==> src/rtl/irq_prio_ctrl_pkg.sv <==
// Shared definitions for the interrupt priority controller: register map,
// FSM state encoding and the priority-rank helper used by rotated priority.
package irq_prio_ctrl_pkg;

    localparam logic [2:0] ADDR_VEC     = 3'b000;
    localparam logic [2:0] ADDR_ISR     = 3'b001;
    localparam logic [2:0] ADDR_PEND    = 3'b010;
    localparam logic [2:0] ADDR_CTRL_RD = 3'b011;
    localparam logic [2:0] ADDR_EOI     = 3'b100;
    localparam logic [2:0] ADDR_CTRL_WR = 3'b110;

    typedef enum logic {
        ST_IDLE = 1'b0,
        ST_REQ  = 1'b1
    } irq_state_t;

    // Rank 0 is the highest priority; the source at index ptr holds rank 0.
    function automatic int prio_rank(input int k, input int ptr, input int n);
        int r;
        r = k - ptr;
        if (r < 0) r = r + n;
        return r;
    endfunction

endpackage

==> src/rtl/irq_prio_ctrl_prio_enc.sv <==
// Priority encoder: index 0 highest, or starting from ptr when PRIO_ROTATE_EN
// is defined. Returns whether any request is set and the winning index.
module prio_enc #(
    parameter int N  = 8,
    parameter int IW = 3
) (
    input  logic [N-1:0]  req,
`ifdef PRIO_ROTATE_EN
    input  logic [IW-1:0] ptr,
`endif
    output logic          valid,
    output logic [IW-1:0] idx
);

    // Scan from lowest to highest priority so the last hit wins.
    always_comb begin
`ifdef PRIO_ROTATE_EN
        int j;
        j     = 0;
        valid = 1'b0;
        idx   = '0;
        for (int i = N - 1; i >= 0; i--) begin
            j = int'(ptr) + i;
            if (j >= N) j = j - N;
            if (req[j]) begin
                valid = 1'b1;
                idx   = IW'(j);
            end
        end
`else
        valid = 1'b0;
        idx   = '0;
        for (int i = N - 1; i >= 0; i--) begin
            if (req[i]) begin
                valid = 1'b1;
                idx   = IW'(i);
            end
        end
`endif
    end

endmodule

==> src/rtl/irq_prio_ctrl.sv <==
// Interrupt priority controller with in-service tracking, optional nesting
// and, when PRIO_ROTATE_EN is defined, rotating priority updated on EOI.
module irq_prio_ctrl
    import irq_prio_ctrl_pkg::*;
#(
    parameter int BW = 7,
    parameter int IW = 3
) (
    input  logic          MCLK,
    input  logic          nRESET,
    input  logic [BW:0]   IRQ_PEND,
    input  logic          CS,
    input  logic          nRW,
    input  logic [2:0]    ADD,
    input  logic [BW:0]   DI,
    output logic [BW:0]   DO,
    output logic          nIRQ
);

    localparam int N = BW + 1;

    logic [BW:0]   isr;
    logic [BW:0]   cand;
    logic [BW:0]   elig;
    logic [BW:0]   higher;
    logic          nest;
    logic          rd_prev;
    logic          is_read;
    logic          is_write;
    logic          ack;
    logic          eoi_ok;
    logic          ctrl_wr;
    logic          vec_valid;
    logic          isr_valid;
    logic [IW-1:0] vec_idx;
    logic [IW-1:0] isr_idx;
    logic [IW-1:0] eoi_idx;
    irq_state_t    state;
    irq_state_t    state_nxt;
`ifdef PRIO_ROTATE_EN
    logic [IW-1:0] rot_ptr;
`endif

    assign is_read  = CS & ~nRW;
    assign is_write = CS & nRW;
    assign ack      = is_read & (ADD == ADDR_VEC) & ~rd_prev;
    assign ctrl_wr  = is_write & (ADD == ADDR_CTRL_WR);
    assign eoi_idx  = DI[IW-1:0];
    assign eoi_ok   = is_write && (ADD == ADDR_EOI) && (int'(eoi_idx) < N) && isr[eoi_idx];
    assign cand     = IRQ_PEND & ~isr;

    // Sources that outrank the highest in-service source may nest over it.
    always_comb begin
        higher = '0;
        for (int k = 0; k < N; k++) begin
`ifdef PRIO_ROTATE_EN
            if (prio_rank(k, int'(rot_ptr), N) < prio_rank(int'(isr_idx), int'(rot_ptr), N))
                higher[k] = 1'b1;
`else
            if (k < int'(isr_idx))
                higher[k] = 1'b1;
`endif
        end
    end

    always_comb begin
        elig = '0;
        if (!isr_valid)
            elig = cand;
        else if (nest)
            elig = cand & higher;
    end

    prio_enc #(.N(N), .IW(IW)) u_vec_enc (
        .req   (elig),
`ifdef PRIO_ROTATE_EN
        .ptr   (rot_ptr),
`endif
        .valid (vec_valid),
        .idx   (vec_idx)
    );

    prio_enc #(.N(N), .IW(IW)) u_isr_enc (
        .req   (isr),
`ifdef PRIO_ROTATE_EN
        .ptr   (rot_ptr),
`endif
        .valid (isr_valid),
        .idx   (isr_idx)
    );

    // A read held across several edges acknowledges only on its first edge.
    always_ff @(posedge MCLK or negedge nRESET) begin
        if (!nRESET) begin
            isr     <= '0;
            nest    <= 1'b0;
            rd_prev <= 1'b0;
`ifdef PRIO_ROTATE_EN
            rot_ptr <= '0;
`endif
        end else begin
            rd_prev <= is_read;
            if (ack && vec_valid)
                isr[vec_idx] <= 1'b1;
            if (eoi_ok) begin
                isr[eoi_idx] <= 1'b0;
`ifdef PRIO_ROTATE_EN
                rot_ptr <= (int'(eoi_idx) == N - 1) ? '0 : eoi_idx + 1'b1;
`endif
            end
            if (ctrl_wr)
                nest <= DI[0];
        end
    end

    always_ff @(posedge MCLK or negedge nRESET) begin
        if (!nRESET)
            state <= ST_IDLE;
        else
            state <= state_nxt;
    end

    always_comb begin
        state_nxt = state;
        case (state)
            ST_IDLE: if (elig != '0) state_nxt = ST_REQ;
            ST_REQ:  if (elig == '0) state_nxt = ST_IDLE;
            default: state_nxt = ST_IDLE;
        endcase
    end

    assign nIRQ = (state == ST_IDLE);

    always_comb begin
        DO = '0;
        if (is_read) begin
            case (ADD)
                ADDR_VEC: begin
                    DO[BW]     = vec_valid;
                    DO[IW-1:0] = vec_idx;
                end
                ADDR_ISR:     DO = isr;
                ADDR_PEND:    DO = IRQ_PEND;
                ADDR_CTRL_RD: DO[0] = nest;
                default:      DO = '0;
            endcase
        end
    end

endmodule

==> config.mk <==
export PLATFORM = sky130hd
export DESIGN_NAME = irq_prio_ctrl
export DESIGN_NICKNAME = d
export VERILOG_FILES = /design/src/rtl/irq_prio_ctrl_pkg.sv /design/src/rtl/irq_prio_ctrl_prio_enc.sv /design/src/rtl/irq_prio_ctrl.sv
export SDC_FILE = /design/constraint.sdc
export NUM_CORES = 1
export LEC_CHECK = 0
export BUFFER_PORTS_ARGS = -buffer_cell sky130_fd_sc_hd__clkbuf_2
export CORE_MARGIN = 4
export CORE_UTILIZATION = 39
export CTS_BUF_LIST = sky130_fd_sc_hd__clkbuf_8
export CTS_CLUSTER_DIAMETER = 200
export DETAILED_ROUTE_END_ITERATION = 6
export PLACE_DENSITY = 0.69
export SETUP_SLACK_MARGIN = 0.4
export SYNTH_ARGS = -nofsm -noshare
export SYNTH_HDL_FRONTEND = slang
export SYNTH_SLANG_ARGS = --single-unit
==> constraint.sdc <==
create_clock -name MCLK -period 2.05 [get_ports MCLK]
set_input_delay 0.41 -clock MCLK [delete_from_list [all_inputs] [get_ports MCLK]]
set_output_delay 0.41 -clock MCLK [all_outputs]
set_load 0.03 [all_outputs]
Yosys cells after proc, flatten, opt, wreduce, memory -nomap -nowiden

Index checks and enable logic that the tools add are counted.

Bits in registers: 11
Word-level logic and storage cells: 99
Output and inout bits: 9

Equality and inequality tests: 5
Muxes and demuxes: 57
$lt $le $gt $ge: 11
Bitwise logic cells: 14
Reduce and logical (&&, ||, !) cells: 8

Operators with widths:

| operator                                                           | number |
|---|---|
| 2-to-1 mux 3 bit                                                   | 16 |
| 2-to-1 mux 8 bit                                                   | 5 |
| 2-to-1 mux 1 bit                                                   | 28 |
| bitwise AND 8 bit                                                  | 2 |
| NOT 8 bit                                                          | 2 |
| less-than comparator 3 bit (first input constant)                  | 3 |
| bitwise AND 8 x 7 -> 8 bit                                         | 1 |
| zero test 8 bit                                                    | 1 |
| less-than comparator 3 x 4 -> 1 bit (second input constant)        | 2 |
| OR 8 bit                                                           | 1 |
| case mux 4 bit (2 select lines)                                    | 1 |
| nonzero test 8 bit                                                 | 1 |
| demux 1 bit (select 3 bit)                                         | 2 |
| == test 3 x 2 -> 1 bit (second input constant)                     | 2 |
| == test 3 bit (second input constant)                              | 2 |
| greater-or-equal comparator 3 x 1 -> 1 bit (second input constant) | 2 |
| less-than comparator 1 x 3 -> 1 bit (first input constant)         | 2 |
| less-than comparator 2 x 3 -> 1 bit (first input constant)         | 2 |
| case mux 2 bit (3 select lines)                                    | 1 |
| bitwise AND 1 bit                                                  | 5 |
| logical AND 1 bit                                                  | 5 |
| case mux 1 bit (4 select lines)                                    | 1 |
| binary-select mux 1 bit (select 3 bit)                             | 1 |
| == test 3 x 1 -> 1 bit (second input constant)                     | 1 |
| other kinds (4)                                                    | 6 |

Longest topological paths before layout

Word-level depth: 29
Depth in mapped cells: 7
Gate-level depth less buffers: 6

By module

A second synthesis with hierarchy kept.

Cell total of the unflattened synthesis: 144
Area total of the unflattened synthesis: 1076.0 µm²

Modules (own cells, without submodules):

| module        | times used | seq. area each (µm²) | area an instance (µm²) | cells each |
|---|---|---|---|---|
| irq_prio_ctrl | 1          | 275.3                | 915.9                  | 118 |
| prio_enc      | 2          | 0.0                  | 80.1                   | 13 |

Worst setup path after synthesis

Ideal clock, no wire load.

Path kind: reg2out
From: reg isr[0]
To: out DO[0]
Data arrival time: 2120 ps
Slack: -480 ps
Buffers on the path: 1
Cell stages (with the launch flop): 8
Path through: dfrtp_1 > buf_6 > or4_4 > nor3_1 > and4bb_2 > o21ai_2 > o21a_1 > a211oi_2

Cells in the longest elaborated chain, start to end: 15
Elaborated cells between the ends (all ways): 31
Those cells by class: order compare: 7; mux: 21; bitwise: 3

RTL lines:

| element                           | RTL line                     | RTL |
|---|---|---|
| from (decl)                       | irq_prio_ctrl.sv:22          | `logic [BW:0] isr;` |
| from (signal assigned)            | irq_prio_ctrl.sv:95          | `isr <= '0;` |
| from (signal, indexed assignment) | irq_prio_ctrl.sv:104         | `isr[vec_idx] <= 1'b1;` |
| from (signal, indexed assignment) | irq_prio_ctrl.sv:106         | `isr[eoi_idx] <= 1'b0;` |
| 2-to-1 mux 3 bit                  | irq_prio_ctrl_prio_enc.sv:34 | `if (req[i]) begin` |
| less-than comparator 3 bit        | irq_prio_ctrl.sv:60          | `if (k < int'(isr_idx))` |
| 2-to-1 mux 1 bit                  | irq_prio_ctrl.sv:60          |  |
| bitwise AND 8 x 7 -> 8 bit        | irq_prio_ctrl.sv:71          | `elig = cand & higher;` |
| 2-to-1 mux 8 bit                  | irq_prio_ctrl.sv:70          | `else if (nest)` |
| 2-to-1 mux 8 bit                  | irq_prio_ctrl.sv:68          | `if (!isr_valid)` |
| 2-to-1 mux 3 bit (7 in series)    | irq_prio_ctrl_prio_enc.sv:34 |  |
| case mux 1 bit (4 select lines) * | irq_prio_ctrl.sv:137         | `case (ADD)` |
| 2-to-1 mux 8 bit *                | irq_prio_ctrl.sv:136         | `if (is_read) begin` |
| to (decl)                         | irq_prio_ctrl.sv:16          | `output logic [BW:0] DO,` |

Every way passes the cells marked *; elsewhere a longest branch is shown, timed or not.

Worst setup path in the final report

From: reg isr[4]
To: out DO[0]

Cells in the longest elaborated chain, start to end: 19
Elaborated cells between the ends (all ways): 39
Those cells by class: order compare: 7; mux: 29; bitwise: 3

RTL lines:

| element                           | RTL line |
|---|---|
| 2-to-1 mux 3 bit (5 in series)    | irq_prio_ctrl_prio_enc.sv:34 |
| less-than comparator 3 bit        | irq_prio_ctrl.sv:60 |
| 2-to-1 mux 1 bit                  | irq_prio_ctrl.sv:60 |
| bitwise AND 8 x 7 -> 8 bit        | irq_prio_ctrl.sv:71 |
| 2-to-1 mux 8 bit                  | irq_prio_ctrl.sv:70 |
| 2-to-1 mux 8 bit *                | irq_prio_ctrl.sv:68 |
| 2-to-1 mux 3 bit (6 in series)    | irq_prio_ctrl_prio_enc.sv:34 |
| 2-to-1 mux 3 bit *                | irq_prio_ctrl_prio_enc.sv:34 |
| case mux 1 bit (4 select lines) * | irq_prio_ctrl.sv:137 |
| 2-to-1 mux 8 bit *                | irq_prio_ctrl.sv:136 |

Marked as above.

==> key figures <==
Pwr
  – PwrDens: 1289 nW/um2
  – Sw Share: between 40 and 50%
  – Sw power: 1.159 mW
  – Internal power: 1.399 mW
  – Flop pwr share: 13.1%
  – Peak supply drop: a little under 0.001 V
  – Logic pwr share: 78.8%
  – Clock share of power: 8.1%
  – Leak: 0.8676 nW

Worst setup path
  – Worst-path maximum fanout: 3
  – Startpoint Class: flop
  – Slowest-stage cell, CP: or4_4
  – Worst Path Required: 1.64 ns
  – Critical path type: reg2out
  – Crit-path max cell delay: between 0.5 and 0.6 ns
  – Arrival time at the worst endpoint: ~2.2 ns
  – Critical path buffers and inverters: 1
  – Critical-path cell list: or4_4, nor3_2, and4bb_2, o21ai_2, o21a_1, a211oi_4, clkbuf_8
  – Critical path capture point type: output pin
  – Crit path max-delay family: simple AND/OR/NAND/NOR gates

Clock tree
  – CTS Root Cell: clkbuf_8
  – CTS clock-pin slew for the worst setup and hold paths: 0.05 ns
  – H-tree depth: 1
  – TritonCTS clock tree: yes
  – Clk Latency, worst-skew pair: around 0.24 ns
  – CTS Buf Count: 3
  – Clock sink count: 11
  – CTS Buffer Depth: 2
  – Hold-fix buffers at CTS: 0

Timing
  – Period utilization: 124.9%
  – Worst slew pin tran: 0.4594 ns
  – Final Hold Viols: 0
  – FMAX: 0.3906 GHz
  – Fin crit period: about 2.6 ns
  – Endpoints failing setup: 5
  – Final Slew Violations: 0
  – Clk_skew: around 0.0035 ns
  – Setup TNS: -1.609 ns
  – Relative slew slack: 69.14%
  – Setup WS post-layout: -0.5103 ns
  – RSZ-0062 raised after global routing: true

Drt
  – ANT nets after route: 0
  – WL per Instance: 17.47 um
  – # DRC: 0
  – Initial DRC Count: 57
  – Pre-antenna DRT Iters: 4
  – Vias/cell: 5.959
  – Vias post-DR: 1448
  – Final WL: 4245 um

Floorplan
  – Initial Utilization: 40.70%
  – Chip Height: 61.65 um
  – CORE AREA: 2758 um2
  – Die ar.: 3800 um2
  – Row Count: 19
  – I/O pin cnt: 32
  – Chip Width: 61.65 um

Yosys
  – Syn nets: approximately 170
  – Post-synth EDFFs: 0
  – Main flop type after synthesis: dfrtp_1
  – Synth area leaders: dfrtp_1 (25%), nor2_1 (7.4%), a22oi_1 (5.4%)
  – Warnings, synthesis: 0
  – Post-Syn Area per Cell: 7.482 um2
  – Register bit total from synthesis: 11
  – FFs w/ async S/R, synth: 100.0%
  – Share of the synthesized area in the top cell type: between 20 and 25%
  – Largest area contributor in the netlist: dfrtp_1
  – Post-Syn Instances: 150
  – Post-synth cell types: 47
  – Fraction of the yosys area taken by sequential cells: ~25%
  – Synth Cell Area: 1122 um2

Place
  – Global placement routability congestion: 0.8944
  – PortBufs: 26
  – Cell Area, Placed: 1589 um2
  – Post-DP HPWL: between 2000 and 3000 um

Layout
  – Fin area: 1984 um2
  – Layout area overhead: 76.81%
  – Total inserted antenna cells: 0
  – # nets final: 236
  – Layout cells sized above 1: 53.30%

Job
  – Maxcap violations: 0

Outcome
  – Status: complete, but fails checks
  – Failing checks: setup timing

GRT
  – Overflow after GRT: 0
  – First-pass GRT wire length: 6223 um
  – Total track usage: around 22%
  – Largest net degree at the start of global routing: 12
  – Vias in the first global route: 1362
  – Initial antenna violation count: 0

Min path
  – Worst Hold Class: in2async
-- layer usage --
metal	share of wire (%)	vias up	GRT usage (%)	wire, um
met2	51	56	39.16	2178
li1	-	677	-	-
met1	41	697	26.72	1744
met3	4.3	18	2.306	181
met5	0	-	0	0
met4	3.3	0	12.42	140
-- worst paths after layout --
check | cells past startpoint | end | slack [ns] | start
min in group MCLK | 2 | isr[6]$_DFF_PN0_ | 0.50 | DI[1]
min reg2reg | 3 | nest$_DFFE_PN0P_ | 0.68 | nest$_DFFE_PN0P_
max in group asynchronous | 1 | rd_prev$_DFF_PN0_ | 1.79 | nRESET
max | 7 | DO[0] | -0.51 | isr[4]$_DFF_PN0_
max reg2reg | 9 | isr[7]$_DFF_PN0_ | -0.04 | isr[0]$_DFF_PN0_
min | 1 | isr[5]$_DFF_PN0_ | 0.04 | nRESET
-- power groups by stage --
stage / clock (mW) / combinational (mW) / sequential [mW]
floorplan: 0 / 0.875 / 0.359
global placement: 0 / 1.57 / 0.327
detailed placement: 0 / 1.58 / 0.331
CTS: 0.215 / 1.80 / 0.332
global route: 0.224 / 2.14 / 0.346
finish: 0.208 / 2.02 / 0.335
-- synthesized netlist by cell type (2+ instances only) --
cell type  instances
and2b_1            3
a22oi_1            8
nor4_1             3
dfrtp_1           11
a21oi_1           10
inv_1              9
mux2i_1            3
nor2_1            22
nor2b_1            8
o22ai_1            4
clkbuf_1           8
and2_1             2
nand2b_1           3
o32a_1             3
nand3_1            5
a31oi_1            3
nand2_1            7
nor3_1             4
o21ai_0            6
-- layout make-up --
cell class / instances / area [um2]
clock buffer: 3 / 41.29
clock inverter: 1 / 3.754
fill: 201 / 773.2
inverter: 9 / 33.78
multi-input combinational: 120 / 1022
sequential: 11 / 275.3
tap: 31 / 38.79
timing repair buffer: 68 / 569.3
-- per-stage QoR --
stage	total power, mW	worst slack, ns	util, %	hold WS (ns)	std cells
2_1_floorplan	1.234	-0.3301	-	0.1144	150
3_3_place_gp	1.893	-0.3097	57.62	0.2950	233
3_5_place_dp	1.911	-0.3119	57.62	0.2991	233
4_1_cts	2.347	-0.5210	68.47	0.04435	241
5_1_grt	2.712	-0.5684	71.96	0.05402	243
6_report	2.558	-0.5103	71.96	0.03992	243
-- cells by family (layout without fill, tap and decap cells) --
group,count (synthesis),after routing,synth area share (%)
AOI/OAI and AO/OA,51,51,34.12
buffers and inverters,19,81,7.134
DFF,11,11,24.53
muxes,3,3,2.676
and+or+nand+nor,66,66,31.55
-- state kept, by name, indices dropped and copies added (netlist names) --
register and cells:
state 1, nest 1, isr 8, rd_prev 1
-- what timing repair did --
item / 4_1_cts / 5_1_grt
pin swaps: 12 / 7
setup endpoints to repair: 17 / 17
gates resized for setup: 49 / 24
setup buffers: 4 / 2
-- worst reg2reg max path, cell delays in order (launching register included) --
cell       delay, ns
dfrtp_1         0.39
buf_6           0.15
and2b_2         0.27
a2111oi_4       0.35
nand4b_1        0.18
buf_4           0.18
buf_6           0.11
nor3_4          0.11
nor2b_4         0.15
o22a_2          0.14
-- cells in the final DEF (no fill, tap or decap), drive strengths merged, types with 2 or more instances in the layout --
cell,count
o22a,2
o21ai,7
and2,2
nand2b,3
buf,50
nand3,5
o32a,3
a22oi,8
and2b,3
nand2,7
mux2i,3
nor2,22
a31oi,3
clkbuf,21
dfrtp,11
inv,10
nor4,3
nor2b,9
o22ai,4
nor3,5
a21oi,10
(Power assumes the default switching activity.)
